<file path="src/rtl/clk_div_pkg.sv">
// Purpose: shared types and default parameters for the clk_div reconfiguration controller.
// Latency: n/a (types and constants only).
// Backpressure: n/a.
package clk_div_pkg;

    typedef enum logic [2:0] {
        ST_IDLE,
        ST_GATE,
        ST_DIVRST,
        ST_SETTLE,
        ST_DONE
    } clk_div_ctrl_state_e;

    localparam int DEF_NUM_REQ       = 4;
    localparam int DEF_DIVISOR_SIZE  = 9;
    localparam int DEF_RESET_DIVISOR = 1;
    localparam int DEF_GATE_CYCLES   = 2;
    localparam int DEF_SETTLE_CYCLES = 4;

    function automatic int max_int(input int a, input int b);
        return (a > b) ? a : b;
    endfunction

endpackage

</file>
<file path="src/rtl/clk_div_rr_arb.sv">
// Purpose: round-robin pick among NUM_REQ level requests; pointer moves one past the winner on adv.
// Latency: combinational grant; pointer updates on the clk_i edge where adv is high.
// Backpressure: none; the caller decides when a pick is consumed via adv.
// Ports: clk_i/arst_ni clock and async active-low reset; req request vector; adv consume strobe;
//        gnt one-hot winner; idx binary winner (both zero when req is empty).
module clk_div_rr_arb
    import clk_div_pkg::*;
#(
    parameter int NUM_REQ = DEF_NUM_REQ,
    parameter int IDX_W   = (NUM_REQ > 1) ? $clog2(NUM_REQ) : 1
) (
    input  logic               clk_i,
    input  logic               arst_ni,
    input  logic [NUM_REQ-1:0] req,
    input  logic               adv,
    output logic [NUM_REQ-1:0] gnt,
    output logic [IDX_W-1:0]   idx
);

    // ptr_q holds the index that currently has highest priority.
    logic [IDX_W-1:0] ptr_q;
    logic [IDX_W-1:0] cand;
    logic             found;
    int               pos;

    always_comb begin
        gnt   = '0;
        idx   = '0;
        found = 1'b0;
        cand  = '0;
        pos   = 0;
        for (int i = 0; i < NUM_REQ; i++) begin
            pos = int'(ptr_q) + i;
            if (pos >= NUM_REQ) begin
                pos = pos - NUM_REQ;
            end
            cand = IDX_W'(pos);
            if (!found && req[cand]) begin
                found     = 1'b1;
                gnt[cand] = 1'b1;
                idx       = cand;
            end
        end
    end

    always_ff @(posedge clk_i or negedge arst_ni) begin
        if (!arst_ni) begin
            ptr_q <= '0;
        end else if (adv) begin
            ptr_q <= (idx == IDX_W'(NUM_REQ - 1)) ? '0 : idx + IDX_W'(1);
        end
    end

endmodule

</file>
<file path="src/rtl/clk_div_ctrl.sv">
// Purpose: serialises divisor changes for one clk_div: gate, reset divider, load, settle, ungate.
// Latency: capture->gnt 1 cycle if divisor unchanged, else GATE_CYCLES+SETTLE_CYCLES+2 cycles.
// Backpressure: one request in flight; others wait (level req) until the FSM is back in IDLE.
// Ports: req_i/div_i requests with divisors; gnt_o done pulse; busy_o not-idle; divisor_o,
//        div_arst_no drive clk_div; clk_en_o drives the downstream clock gate. All outputs registered.
module clk_div_ctrl
    import clk_div_pkg::*;
#(
    parameter int NUM_REQ       = DEF_NUM_REQ,
    parameter int DIVISOR_SIZE  = DEF_DIVISOR_SIZE,
    parameter int RESET_DIVISOR = DEF_RESET_DIVISOR,
    parameter int GATE_CYCLES   = DEF_GATE_CYCLES,
    parameter int SETTLE_CYCLES = DEF_SETTLE_CYCLES
) (
    input  logic                                 arst_ni,
    input  logic                                 clk_i,
    input  logic [NUM_REQ-1:0]                   req_i,
    input  logic [NUM_REQ-1:0][DIVISOR_SIZE-1:0] div_i,
    output logic [NUM_REQ-1:0]                   gnt_o,
    output logic                                 busy_o,
    output logic [DIVISOR_SIZE-1:0]              divisor_o,
    output logic                                 div_arst_no,
    output logic                                 clk_en_o
);

    localparam int IDX_W = (NUM_REQ > 1) ? $clog2(NUM_REQ) : 1;
    localparam int CNT_W = $clog2(max_int(GATE_CYCLES, SETTLE_CYCLES) + 1);

    clk_div_ctrl_state_e state_q, state_d;
    logic [CNT_W-1:0]        cnt_q, cnt_d;
    logic [DIVISOR_SIZE-1:0] div_q, div_d;
    // The winner is held one-hot so the grant pulse needs no decode.
    logic [NUM_REQ-1:0]      sel_q, sel_d;

    logic [NUM_REQ-1:0]      arb_gnt;
    logic [IDX_W-1:0]        arb_idx;
    logic                    arb_adv;

    clk_div_rr_arb #(
        .NUM_REQ (NUM_REQ),
        .IDX_W   (IDX_W)
    ) u_arb (
        .clk_i   (clk_i),
        .arst_ni (arst_ni),
        .req     (req_i),
        .adv     (arb_adv),
        .gnt     (arb_gnt),
        .idx     (arb_idx)
    );

    // Phase counter is loaded with N-1 on state entry and exits the state at zero,
    // so it never wraps.
    always_comb begin
        state_d = state_q;
        cnt_d   = cnt_q;
        div_d   = div_q;
        sel_d   = sel_q;
        arb_adv = 1'b0;
        unique case (state_q)
            ST_IDLE: begin
                if (|req_i) begin
                    arb_adv = 1'b1;
                    sel_d   = arb_gnt;
                    div_d   = div_i[arb_idx];
                    if (div_i[arb_idx] == divisor_o) begin
                        // Same divisor already running: acknowledge without touching the clock.
                        state_d = ST_DONE;
                    end else begin
                        state_d = ST_GATE;
                        cnt_d   = CNT_W'(GATE_CYCLES - 1);
                    end
                end
            end
            ST_GATE: begin
                if (cnt_q == '0) begin
                    state_d = ST_DIVRST;
                end else begin
                    cnt_d = cnt_q - CNT_W'(1);
                end
            end
            ST_DIVRST: begin
                state_d = ST_SETTLE;
                cnt_d   = CNT_W'(SETTLE_CYCLES - 1);
            end
            ST_SETTLE: begin
                if (cnt_q == '0) begin
                    state_d = ST_DONE;
                end else begin
                    cnt_d = cnt_q - CNT_W'(1);
                end
            end
            ST_DONE: begin
                state_d = ST_IDLE;
            end
            default: begin
                state_d = ST_IDLE;
            end
        endcase
    end

    // Outputs are registered from the next state so each output matches the state it belongs to.
    always_ff @(posedge clk_i or negedge arst_ni) begin
        if (!arst_ni) begin
            state_q     <= ST_IDLE;
            cnt_q       <= '0;
            div_q       <= DIVISOR_SIZE'(RESET_DIVISOR);
            sel_q       <= '0;
            gnt_o       <= '0;
            busy_o      <= 1'b0;
            divisor_o   <= DIVISOR_SIZE'(RESET_DIVISOR);
            div_arst_no <= 1'b0;
            clk_en_o    <= 1'b1;
        end else begin
            state_q     <= state_d;
            cnt_q       <= cnt_d;
            div_q       <= div_d;
            sel_q       <= sel_d;
            gnt_o       <= (state_d == ST_DONE) ? sel_d : '0;
            busy_o      <= (state_d != ST_IDLE);
            div_arst_no <= (state_d != ST_DIVRST);
            clk_en_o    <= !(state_d inside {ST_GATE, ST_DIVRST, ST_SETTLE});
            if (state_d == ST_DIVRST) begin
                divisor_o <= div_q;
            end
        end
    end

endmodule

</file>
<file path="config.mk">
export PLATFORM = sky130hd
export DESIGN_NAME = clk_div_ctrl
export DESIGN_NICKNAME = d
export VERILOG_FILES = /design/src/rtl/clk_div_pkg.sv /design/src/rtl/clk_div_rr_arb.sv /design/src/rtl/clk_div_ctrl.sv
export SDC_FILE = /design/constraint.sdc
export NUM_CORES = 1
export LEC_CHECK = 0
export ABC_AREA = 1
export BUFFER_PORTS_ARGS = -buffer_cell sky130_fd_sc_hd__buf_2
export CELL_PAD_IN_SITES_DETAIL_PLACEMENT = 1
export CELL_PAD_IN_SITES_GLOBAL_PLACEMENT = 2
export CORE_UTILIZATION = 32
export DETAILED_ROUTE_END_ITERATION = 8
export GPL_TIMING_DRIVEN = 0
export PLACE_DENSITY_LB_ADDON = 0.1
export SLEW_MARGIN = 25
export SYNTH_ARGS = -nofsm -noshare
export SYNTH_HDL_FRONTEND = slang
export SYNTH_SLANG_ARGS = --single-unit
</file>
<file path="constraint.sdc">
create_clock -name clk_i -period 5.94 [get_ports clk_i]
set_input_delay 0.594 -clock clk_i [delete_from_list [all_inputs] [get_ports clk_i]]
set_output_delay 0.594 -clock clk_i [all_outputs]
set_load 0.01 [all_outputs]
</file>
# Yosys cells after proc, flatten, opt, wreduce, memory -nomap -nowiden
# Index checks and enable logic that the tools add are counted.
# word_totals
reg_bits	37
latchBits	0
ram_bits	0
mem_bits_ro	0
in_bits	42
out_inout_bits	16
elab_cells	116
memories	0
# classes
n_addsub	9
mul	0
n_div	0
n_lt_le_gt_ge	13
n_eq_ne	13
n_shift	0
muxes	48
bitwise	3
reduce_logical	20
# op_table
cell	n
$mux W4	7
$mux W3	7
$bmux W9 S2	1
$mux W2	9
$lt A2 B3 Y1 const B	5
$mux W1	13
$eq A3 B2 Y1 const B	4
$or A4 B4 Y4	3
$pmux W3 S4	1
$eq A9 B9 Y1	1
$ge A3 B3 Y1 const B	3
$mux W9	1
$pmux W3 S3	1
$reduce_bool A3 Y1	3
$bmux W1 S2	4
$demux W1 S2	4
$ge A2 B1 Y1 const B	4
$sub A2 B1 Y2 const B	4
$logic_and A1 B1 Y1	7
$add A2 B2 Y3 const B	2
$eq A3 B1 Y1 const B	2
$logic_not A3 Y1	2
$ne A2 B2 Y1 const B	3
$logic_not A1 Y1	4
11 further kinds	11

# Longest topological paths before layout
# Gate-level depths: netlist of run 1.
# logic_depth
word_depth	23
ltp_mapped	25
mapped_depth_nobuf	24

# Modules after synthesis
# From an unflattened synthesis of run 1, not the netlist that was laid out.
# hier_totals
hier_cells	329
hier_area_um2	2544.9
# modules_own_cells
mod	n_inst	cells_per_inst	area_each_um2	seq_area_each_um2
clk_div_ctrl	1	233	1884.3	879.6
clk_div_rr_arb	1	96	660.6	50.0

# Least setup slack after synthesis of run 1
# No wires, ideal clock.
# synth_path
path_kind	register -> register
from	reg u_arb.ptr_q[0]
to	reg cnt_q[0]
setup_time_ps	117
arrival_ps	2538
required_ps	5823
slack_ps	3285
stages_incl_launch_ff	26
path_buffers	2
period_less_slack_ps	2655
path_cell_list	dfrtp_1 -> buf_6 -> inv_6 -> ha_1 -> inv_1 -> nand3_1 -> nand2_1 -> nor2_4 -> nand2_1 -> nand2_1 -> nand2_4 -> nand2_4 -> buf_6 -> nand2_1 -> nand2_1 -> nand2_1 -> nand2_1 -> nand2_1 -> nand2_1 -> nand2_1 -> nor2_2 -> nand2_1 -> nand2_2 -> nand2_2 -> nand2_1 -> nand2_1
# synth_via
elab_chain_cells	19
word_cells_on_any_way	41
cone_classes	7 x add/sub; 4 x order compare; 2 x eq/ne; 21 x mux; 7 x reduce/logical
# synth_rtl
element	line	source
start: declaration	clk_div_rr_arb.sv:21	logic [IDX_W-1:0] ptr_q;
start signal: assignment	clk_div_rr_arb.sv:50	ptr_q <= (idx == IDX_W'(NUM_REQ - 1)) ? '0 : idx + IDX_W'(1);
parallel branches: the longest is 13 deep, another holds $add A2 B1 Y3	n/a	
$mux W2 (*)	clk_div_rr_arb.sv:38	if (!found && req[cand]) begin
$bmux W9 S2 (*)	clk_div_ctrl.sv:65	if (div_i[arb_idx] == divisor_o) begin
$mux W9 (not written as such) (*)	clk_div_ctrl.sv:65	
$eq A9 B9 Y1 (*)	clk_div_ctrl.sv:65	
$ne A2 B2 Y1 (no source line) (*)	n/a	
$reduce_and A4 Y1 (no source line) (*)	n/a	
end signal: assignment	clk_div_ctrl.sv:115	cnt_q <= cnt_d;
end: declaration	clk_div_ctrl.sv:30	logic [CNT_W-1:0] cnt_q, cnt_d;
# Mark *: on every way between the ends. The select of a mux whose other input is x is not followed.
# A chain may end at the register's enable or synchronous reset.

# Worst setup path after layout of run 1
# layout_path
from	reg u_arb.ptr_q[0]
to	reg cnt_q[1]
# The elaborated chain is that of the path after synthesis.

==> qor.txt, run 1 <==
Tightest Pin Transition: 832 ps
Slew HR: 0.445
Slew Limit Fails: 0
Post-synthesis cell area: 0.00261 mm2
Critical path's top delay family: simple AND/OR/NAND/NOR gates
Max-cap violations: 0
Core ar.: 0.00781 mm2
Distinct cells, synth: 38
Cell area after layout: 0.00311 mm2
Yosys reg bits: 37
First-pass GRT wire length: 13.0 mm
FFs w/ async S/R, synth: 1.00
Die area: 0.00853 mm2
Worst-path maximum fanout: 11
Global route overflow: 0
Hold crit path type: in2async
Area delta synth->final: 19.0%
Vias in the first global route: 2757
Drt wl/cell: 13.7 um
Initial Util: 0.334
Worst Path Arrival: 3460 ps
Worst R2R Start: u_arb.ptr_q[0]
Number of synthesized flops with an enable pin: 0
I/O Buffers: 57
Final Hold Fails: 0
RSZ-0062 raised after global routing: false
Fmax: 305 MHz
Vias/cell: 4.76
Type of origin of the critical path: flop
Post-CTS Setup Bufs: 0
Clock transition at the registers of the reported paths: 80 ps
Initial antenna violation count: 0
Reg area: 930 um2
H-tree levels: 2
Cell count after synthesis: 376
Drt pass-1 iters: 4
Critical path, cell by cell: buf_6, inv_6, ha_1, inv_1, nand3_1, nand2_1, nor2_4, nand2_1, nand2_1, nand2_4, buf_2, nand3b_1, nand3_1, nand2_1, nand2_1, nand2_1, nand3_1, nor2_2, nand2_1, nand2_2, nand2_2, nand2_1, nand2_1
Status: finished clean
Clock Sinks: 37
Synth top area share: 0.326
Crit Path Category: reg2reg
Die Ht: 92.3 um
CTS tree: built
Final Net Count: 489
Final setup viols: 0
Hold buffers post-CTS: 0
Root Driver: clkbuf_8
# fillers: 1044
Share of layout cells above drive strength 1: 0.222
CTS Buffer Depth: 2
Yosys top cell by area: dfrtp_1
Clk_lat worst skew: 290 ps
Most used cell along the critical path: nand2_1
GR peak layer: met2
Place WS: 2660 ps
1st-iter DRT viols: 66
Fin worst setup slack: 2660 ps
DRC: 0
Worst EP required: 6130 ps
Slowest stage delay, CP: 420 ps
Final wirelength: 7.45 mm
Seq/Total Area, Yosys: 0.356
Final setup TNS: 0 ps
Hpwl dp: 5.96 mm
Post-cts sizing count: 0
DP Area: 0.00302 mm2
Syn_nets: 425
Routed Antenna Nets: 0
Worst r2r path cells: 23
Met1 Usage GRT: 0.244
Met3 usage: 0.0337
Fin crit share: 0.552
Post-layout min period: 3280 ps
Buf/Inv on CP: 4
Top FF cell, synth: dfrtp_1
Crit end category: flop
Slowest cell on crit path: dfrtp_1
Average cell area after synthesis: 6.94 um2
Top cells by area, synth: dfrtp_1 33%, nand2_1 15%, nand3_1 9.4%
Die Wd: 92.3 um
GP Congestion: 0.809
Multi-input gate area: 0.00135 mm2
Largest net degree at the start of global routing: 38
Total track usage: 0.196
Warnings from Yosys: 0
Reg2Reg Setup Slack: 2660 ps
Met2 GRT Util: 0.348
Crit Reg-Reg Endpoint: cnt_q[1]
Row cnt: 32
Skew final: 7.10 ps
CTS Buf Count: 5
I/O pin cnt: 58
Vias: 2587
Number of diodes: 0
## cells in the final DEF, fill, tap and decap left out, types with 2 or more instances in the layout
cell,synthesis,routed
nand2_1,105,105
inv_1,63,63
buf_2,3,60
nand3_1,49,49
dfrtp_1,34,34
nor2_1,22,22
o21ai_0,18,18
nand3b_1,12,12
nand2_2,7,7
a21oi_1,7,7
ha_1,7,7
clkbuf_8,0,5
nand2_4,4,4
clkbuf_1,3,4
inv_2,3,3
buf_6,3,3
nand3_2,3,3
a31oi_1,3,3
o21ai_1,3,3
nor3_1,3,3
dfstp_2,3,3
o22ai_1,2,2
a21boi_0,2,2
nand4_1,2,2
clkinv_2,0,2
## state kept, by name, summed over array words and instances, names as in the netlist
register and flops:
clk_en_o 1, div_arst_no 1, sel_q 4, state_q 3
cnt_q 3, gnt_o 4, u_arb.ptr_q 2, divisor_o 9
busy_o 1, div_q 9
## metal layers
metal | part of all wire | vias to the layer above
met2 | 0.51 | 39
met4 | 0.012 | 0
met5 | 0 | -
li1 | - | 1316
met3 | 0.026 | 8
met1 | 0.45 | 1224
## cell usage after synthesis (4+ instances only)
cell type / number
nand2_4: 4
ha_1: 7
o21ai_0: 18
nand3b_1: 12
a21oi_1: 7
dfrtp_1: 34
nand3_1: 49
nand2_1: 105
nor2_1: 22
nand2_2: 7
inv_1: 63
## metrics by stage
stage | instances | utilization | hold slack, ps
floorplan | 376 | - | 298
global placement | 535 | 0.387 | 466
detailed placement | 535 | 0.387 | 480
CTS | 543 | 0.398 | 437
global route | 543 | 0.398 | 465
finish | 543 | 0.398 | 395
## worst reg2reg max path, cell delays in order, from the launching register on
cell and delay, ps:
dfrtp_1 420, buf_6 170, inv_6 70, ha_1 400
inv_1 100, nand3_1 90, nand2_1 120, nor2_4 160
nand2_1 70, nand2_1 130, nand2_4 100, buf_2 200
nand3b_1 100, nand3_1 120, nand2_1 120, nand2_1 60
nand2_1 60, nand3_1 100, nor2_2 130, nand2_1 100
nand2_2 110, nand2_2 100, nand2_1 100, nand2_1 50
## worst max path at each step
| stage | start | slack (ps) | to | cells past startpoint |
|---|---|---|---|---|
| after floorplan | u_arb.ptr_q[0] | 3290 | cnt_q[0] | 25 |
| after global placement | u_arb.ptr_q[0] | 2710 | cnt_q[1] | 25 |
| after detailed placement | u_arb.ptr_q[0] | 2660 | cnt_q[1] | 23 |
| after CTS | u_arb.ptr_q[0] | 2630 | cnt_q[1] | 23 |
| after global routing | u_arb.ptr_q[0] | 2320 | cnt_q[0] | 25 |
| final | u_arb.ptr_q[0] | 2660 | cnt_q[1] | 23 |
## logic make-up (layout without fill, tap and decap cells)
kind of cell	Yosys count	count (layout)	synth area share
flip-flops	37	37	0.356
AND/OR/NAND/NOR	213	213	0.394
AO/OA/AOI/OAI	40	40	0.0872
XOR/XNOR	1	1	0.00335
buffers and inverters	78	143	0.126
adder cells (fa/ha/maj)	7	7	0.0335
## area by class of cell
cell class / count / area share
Multi-Input combinational cell: 261 / 0.436
Sequential cell: 37 / 0.299
Timing Repair Buffer: 57 / 0.0918
Inverter: 67 / 0.0826
Tap cell: 102 / 0.0411
Clock buffer: 6 / 0.0234
Buffer: 11 / 0.0230
Clock inverter: 2 / 0.00322
Power of run 1 is left out: the tool's default activity adds up to more than one toggle a clock period on the data nets, which glitch-free logic cannot reach.
==> run 2: changes to the inputs <==
- CORE_UTILIZATION: 32 -> 27
- clock period: 5.94 -> 2.76 ns (I/O delays scaled with it)
==> qor.txt, run 2 (same netlist as run 1, synthesis figures left out) <==
Skew final: 2.03 ps (was 7.10 ps)
I/O pin cnt: 58 (unchanged)
Slew Limit Fails: 0 (unchanged)
Multi-input gate area: 0.00163 mm2 (was 0.00135 mm2)
Root Driver: clkbuf_8 (unchanged)
Fmax: 358 MHz (was 305 MHz)
Hold buffers post-CTS: 0 (unchanged)
CTS tree: built (unchanged)
Type of origin of the critical path: flop (unchanged)
Crit end category: flop (unchanged)
Worst Path Arrival: 2980 ps (was 3460 ps)
Global route overflow: 0 (unchanged)
Die area: 0.0101 mm2 (was 0.00853 mm2)
Slowest stage delay, CP: 370 ps (was 420 ps)
Cell area after layout: 0.00392 mm2 (was 0.00311 mm2)
Total track usage: 0.185 (was 0.196)
Biggest regs: div_q (9), divisor_o (9) (unchanged)
Area delta synth->final: 50.3% (was 19.0%)
Critical path, cell by cell: buf_6, inv_8, ha_4, inv_4, nand2_4, nand2_4, nor2_8, nand4_4, buf_6, buf_6, nand3_1, nand3_1, nand2_2, nand2_1, nand2_1, nand2_2, nor2_4, nand2_2, nand2_4, nand2_4, nand2_1, nand2_1 (was buf_6, inv_6, ha_1, inv_1, nand3_1, nand2_1, nor2_4, nand2_1, nand2_1, nand2_4, buf_2, nand3b_1, nand3_1, nand2_1, nand2_1, nand2_1, nand3_1, nor2_2, nand2_1, nand2_2, nand2_2, nand2_1, nand2_1)
CTS Buf Count: 5 (unchanged)
Critical path's top delay family: simple AND/OR/NAND/NOR gates (unchanged)
GP Congestion: 0.777 (was 0.809)
Max-cap violations: 0 (unchanged)
CTS Buffer Depth: 2 (unchanged)
Hold crit path type: in2async (unchanged)
Most common cell after layout, fill and taps aside: nand2_1 (unchanged)
Initial antenna violation count: 0 (unchanged)
Final setup TNS: -111 ps (was 0 ps)
Buf/Inv on CP: 5 (was 4)
DRC: 0 (unchanged)
Post-layout min period: 2800 ps (was 3280 ps)
Clk_lat worst skew: 290 ps (about the same)
Share of layout cells above drive strength 1: 0.405 (was 0.222)
Cells after DPL: 562 (was 535)
Slowest cell on crit path: dfrtp_1 (unchanged)
First-pass GRT wire length: 14.4 mm (was 13.0 mm)
Worst-path maximum fanout: 10 (was 11)
Final Hold Fails: 0 (unchanged)
Drt pass-1 iters: 4 (unchanged)
# fillers: 1202 (was 1044)
Number of diodes: 0 (unchanged)
Tightest Pin Transition: 853 ps (was 832 ps)
Crit Path Category: reg2reg (unchanged)
Vias: 2800 (was 2587)
Clock transition at the registers of the reported paths: 80 ps (about the same)
Failing checks: setup timing
Slew HR: 0.431 (was 0.445)
Most frequent cells in the layout: 78 x nand2_1, 59 x inv_1, 57 x buf_2 (was 105 x nand2_1, 63 x inv_1, 60 x buf_2)
Fin worst setup slack: -35.4 ps (was 2660 ps)
I/O Buffers: 57 (unchanged)
Final wirelength: 8.66 mm (was 7.45 mm)
Non-Filler Instances: 611 (was 543)
Die Ht: 100 um (was 92.3 um)
Fin crit share: 1.01 (was 0.552)
1st-iter DRT viols: 48 (was 66)
Largest net degree at the start of global routing: 38 (unchanged)
Final Net Count: 530 (was 489)
Status: finished, violations left (was finished clean)
Final setup viols: 5 (was 0)
DP Area: 0.00306 mm2 (was 0.00302 mm2)
Row cnt: 35 (was 32)
Reg area: 931 um2 (was 930 um2)
Die Wd: 100 um (was 92.3 um)
Hpwl dp: 6.14 mm (was 5.96 mm)
Initial Util: 0.281 (was 0.334)
Drt wl/cell: 14.2 um (was 13.7 um)
Clock Sinks: 37 (unchanged)
Vias in the first global route: 2902 (was 2757)
RSZ-0062 raised after global routing: true (was false)
Core ar.: 0.00928 mm2 (was 0.00781 mm2)
Routed Antenna Nets: 0 (unchanged)
Worst EP required: 2950 ps (was 6130 ps)
Vias/cell: 4.58 (was 4.76)
H-tree levels: 2 (unchanged)
Reg2Reg Setup Slack: -40 ps (was 2660 ps)
run 2: worst paths after layout:
| path | from | to | depth (start not counted) |
|---|---|---|---|
| hold reg to reg | div_q[4] | divisor_o[4] | 2 |
| min in group clk_i | div_i[35] | div_q[8] | 5 |
| hold / removal | arst_ni | sel_q[1] | 1 |
| setup reg to reg | u_arb.ptr_q[0] | cnt_q[1] | 22 |
| setup / recovery | u_arb.ptr_q[0] | cnt_q[1] | 22 |
| max in group asynchronous | arst_ni | u_arb.ptr_q[1] | 1 |
run 2: worst reg2reg max path: stages (launching register included):
cell and delay [ps]:
dfrtp_1 370, buf_6 130, inv_8 40, ha_4 300, inv_4 60, nand2_4 60
nand2_4 60, nor2_8 150, nand4_4 170, buf_6 170, buf_6 130, nand3_1 90
nand3_1 150, nand2_2 120, nand2_1 50, nand2_1 70, nand2_2 60, nor2_4 120
nand2_2 90, nand2_4 100, nand2_4 80, nand2_1 80, nand2_1 50
run 2: area by class of cell:
cell class,instances,share of cell area
inverters,67,0.0702
clock inverters,3,0.0166
clock buffers,5,0.0175
flip-flops and latches,37,0.237
repair buffers,98,0.174
plain buffers,11,0.0268
well taps,129,0.0411
multi-input cells,261,0.416
run 2: through the flow:
step | hold WS [ps] | setup slack [ps] | utilization
finish | 85.6 | -35.4 | 0.423
global route | 146 | -232 | 0.423
CTS | 123 | -53.2 | 0.407
detailed placement | 438 | -514 | 0.329
global placement | 447 | -503 | 0.329
floorplan | -19.6 | 105 | -
run 2: metal layers:
layer,track usage,wire length (um),vias up
met3,0.0348,266,10
met5,0,0,-
met1,0.228,3710,1341
met4,0.0379,89,0
met2,0.336,4590,48
li1,-,-,1401
run 2: repair_timing:
item / CTS / global route
resized for setup: 67 / 33
gates cloned: 3 / 0
setup endpoints to repair: 11 / 12
setup buffers: 34 / 5
pin swaps: 37 / 29
Power of run 2 is left out for the same reason.
==> run 3: changes to the inputs <==
- PLACE_DENSITY: unset -> 0.75
- PLACE_DENSITY_LB_ADDON: 0.1 -> unset
==> qor.txt, run 3 (same netlist as run 1, synthesis figures left out) <==
Crit Path Category: reg2reg (unchanged)
Cell area after layout: 0.00388 mm2 (was 0.00392 mm2)
Global route overflow: 0 (unchanged)
Most common cell after layout, fill and taps aside: nand2_1 (unchanged)
Reg area: 930 um2 (was 931 um2)
Vias/cell: 4.67 (was 4.58)
Hold crit path type: in2async (unchanged)
Place WS: -575 ps (was -514 ps)
Tightest Pin Transition: 844 ps (was 853 ps)
Total track usage: 0.188 (was 0.185)
Post-layout util: 0.418 (was 0.423)
Vias in the first global route: 3031 (was 2902)
Worst Path Arrival: 3110 ps (was 2980 ps)
Routed Antenna Nets: 0 (unchanged)
Share of layout cells above drive strength 1: 0.400 (was 0.405)
Die Ht: 100 um (unchanged)
Most frequent cells in the layout: 78 x nand2_1, 62 x inv_1, 57 x buf_2 (was 78 x nand2_1, 59 x inv_1, 57 x buf_2)
DRC: 0 (unchanged)
Skew final: 10.6 ps (was 2.03 ps)
Final setup TNS: -845 ps (was -111 ps)
Slowest cell on crit path: dfrtp_1 (unchanged)
Number of diodes: 0 (unchanged)
Biggest regs: div_q (9), divisor_o (9) (unchanged)
Fin crit share: 1.05 (was 1.01)
Clock Sinks: 37 (unchanged)
Clk_lat worst skew: 300 ps (was 290 ps)
# fillers: 1195 (was 1202)
Row cnt: 35 (unchanged)
Hpwl dp: 5.94 mm (was 6.14 mm)
Final setup viols: 13 (was 5)
Hold buffers post-CTS: 0 (unchanged)
DP Area: 0.00306 mm2 (unchanged)
Slowest stage delay, CP: 380 ps (was 370 ps)
Crit end category: flop (unchanged)
Area delta synth->final: 48.7% (was 50.3%)
Worst EP required: 2980 ps (was 2950 ps)
Slew Limit Fails: 0 (unchanged)
Final Net Count: 531 (was 530)
GP Congestion: 0.775 (was 0.777)
I/O pin cnt: 58 (unchanged)
Die Wd: 100 um (unchanged)
CTS Buf Count: 5 (unchanged)
Vias: 2858 (was 2800)
First-pass GRT wire length: 14.8 mm (was 14.4 mm)
Buf/Inv on CP: 11 (was 5)
Core ar.: 0.00928 mm2 (unchanged)
Clock transition at the registers of the reported paths: 80 ps (about the same)
Final Hold Fails: 0 (unchanged)
Critical path's top delay family: buffers and inverters (was simple AND/OR/NAND/NOR gates)
Multi-input gate area: 0.00165 mm2 (was 0.00163 mm2)
Final wirelength: 8.69 mm (was 8.66 mm)
Worst-path maximum fanout: 6 (was 10)
Largest net degree at the start of global routing: 38 (unchanged)
Max-cap violations: 0 (unchanged)
Type of origin of the critical path: flop (unchanged)
Status: finished, violations left (unchanged)
Die area: 0.0101 mm2 (unchanged)
Fmax: 346 MHz (was 358 MHz)
Root Driver: clkbuf_8 (unchanged)
RSZ-0062 raised after global routing: true (unchanged)
Drt pass-1 iters: 4 (unchanged)
H-tree levels: 2 (unchanged)
Failing checks: setup timing (unchanged)
Most used cell along the critical path: buf_4
I/O Buffers: 57 (unchanged)
1st-iter DRT viols: 68 (was 48)
Initial Util: 0.281 (unchanged)
Post-layout min period: 2890 ps (was 2800 ps)
Drt wl/cell: 14.2 um (about the same)
CTS Buffer Depth: 2 (unchanged)
Initial antenna violation count: 0 (unchanged)
Critical path, cell by cell: buf_6, inv_8, ha_4, inv_4, nand3_4, nand2_4, o21ai_4, nand2_2, nand2_4, nand2_8, buf_12, buf_4, nand2_2, o21ai_2, nand2_2, nand2_2, buf_4, buf_6, buf_4, buf_4, buf_4, buf_4, a21oi_2 (was buf_6, inv_8, ha_4, inv_4, nand2_4, nand2_4, nor2_8, nand4_4, buf_6, buf_6, nand3_1, nand3_1, nand2_2, nand2_1, nand2_1, nand2_2, nor2_4, nand2_2, nand2_4, nand2_4, nand2_1, nand2_1)
CTS tree: built (unchanged)
Slew HR: 0.437 (was 0.431)
Fin worst setup slack: -129 ps (was -35.4 ps)
[run 3: changes by cell type in the layout (fill, tap and decap cells not counted), sizes merged]
cell,change
bufbuf,-1
bufinv,-1
clkinv,-1
clkbuf,+2
clkinvlp,-1
buf,+2
inv,+1
[run 3: path summary, 6_finish.rpt]
kind                           startpoint        endpoint  slack, ps  depth (start not counted)
max in group asynchronous         arst_ni        div_q[1]       2140                          1
max reg2reg                u_arb.ptr_q[0]        div_q[7]       -130                         23
min                               arst_ni  u_arb.ptr_q[1]         70                          1
min reg2reg                      div_q[0]    divisor_o[0]        490                          2
min in group clk_i              div_i[17]        div_q[8]        390                          5
max                        u_arb.ptr_q[0]        div_q[7]       -130                         23
[run 3: repair_timing]
item                                    in CTS  in global routing
endpoints found under the setup margin      11                 15
setup buffers                               38                  3
resized for setup                           56                 37
pin swaps                                   28                 18
gates cloned                                 1                  0
[run 3: stage by stage]
| step | instances | hold WS [ps] |
|---|---|---|
| after global placement | 562 | 433 |
| final | 612 | 72.7 |
| after global routing | 612 | 163 |
| after CTS | 609 | 116 |
| after detailed placement | 562 | 443 |
| after floorplan | 376 | -19.6 |
[run 3: worst register-to-register path: cells and delay by family (launching register included)]
family	cells	cell delay (ps)
adder cells (fa/ha/maj)	1	300
AND/OR/NAND/NOR	8	630
buffers and inverters	11	1230
flip-flops	1	380
AO/OA/AOI/OAI	3	290
[run 3: cell type report]
type | instances | area share
multi-input combinational | 261 | 0.424
sequential | 37 | 0.239
timing repair buffer | 99 | 0.169
inverter | 67 | 0.0693
tap | 129 | 0.0416
buffer | 11 | 0.0261
clock buffer | 7 | 0.0222
clock inverter | 1 | 0.00773
[run 3: layer usage]
| layer | track usage | routed length (um) |
|---|---|---|
| met2 | 0.344 | 4450 |
| met3 | 0.0279 | 283 |
| met1 | 0.230 | 3810 |
| met4 | 0.0468 | 155 |
| met5 | 0 | 0 |
Power of run 3 is left out for the same reason.
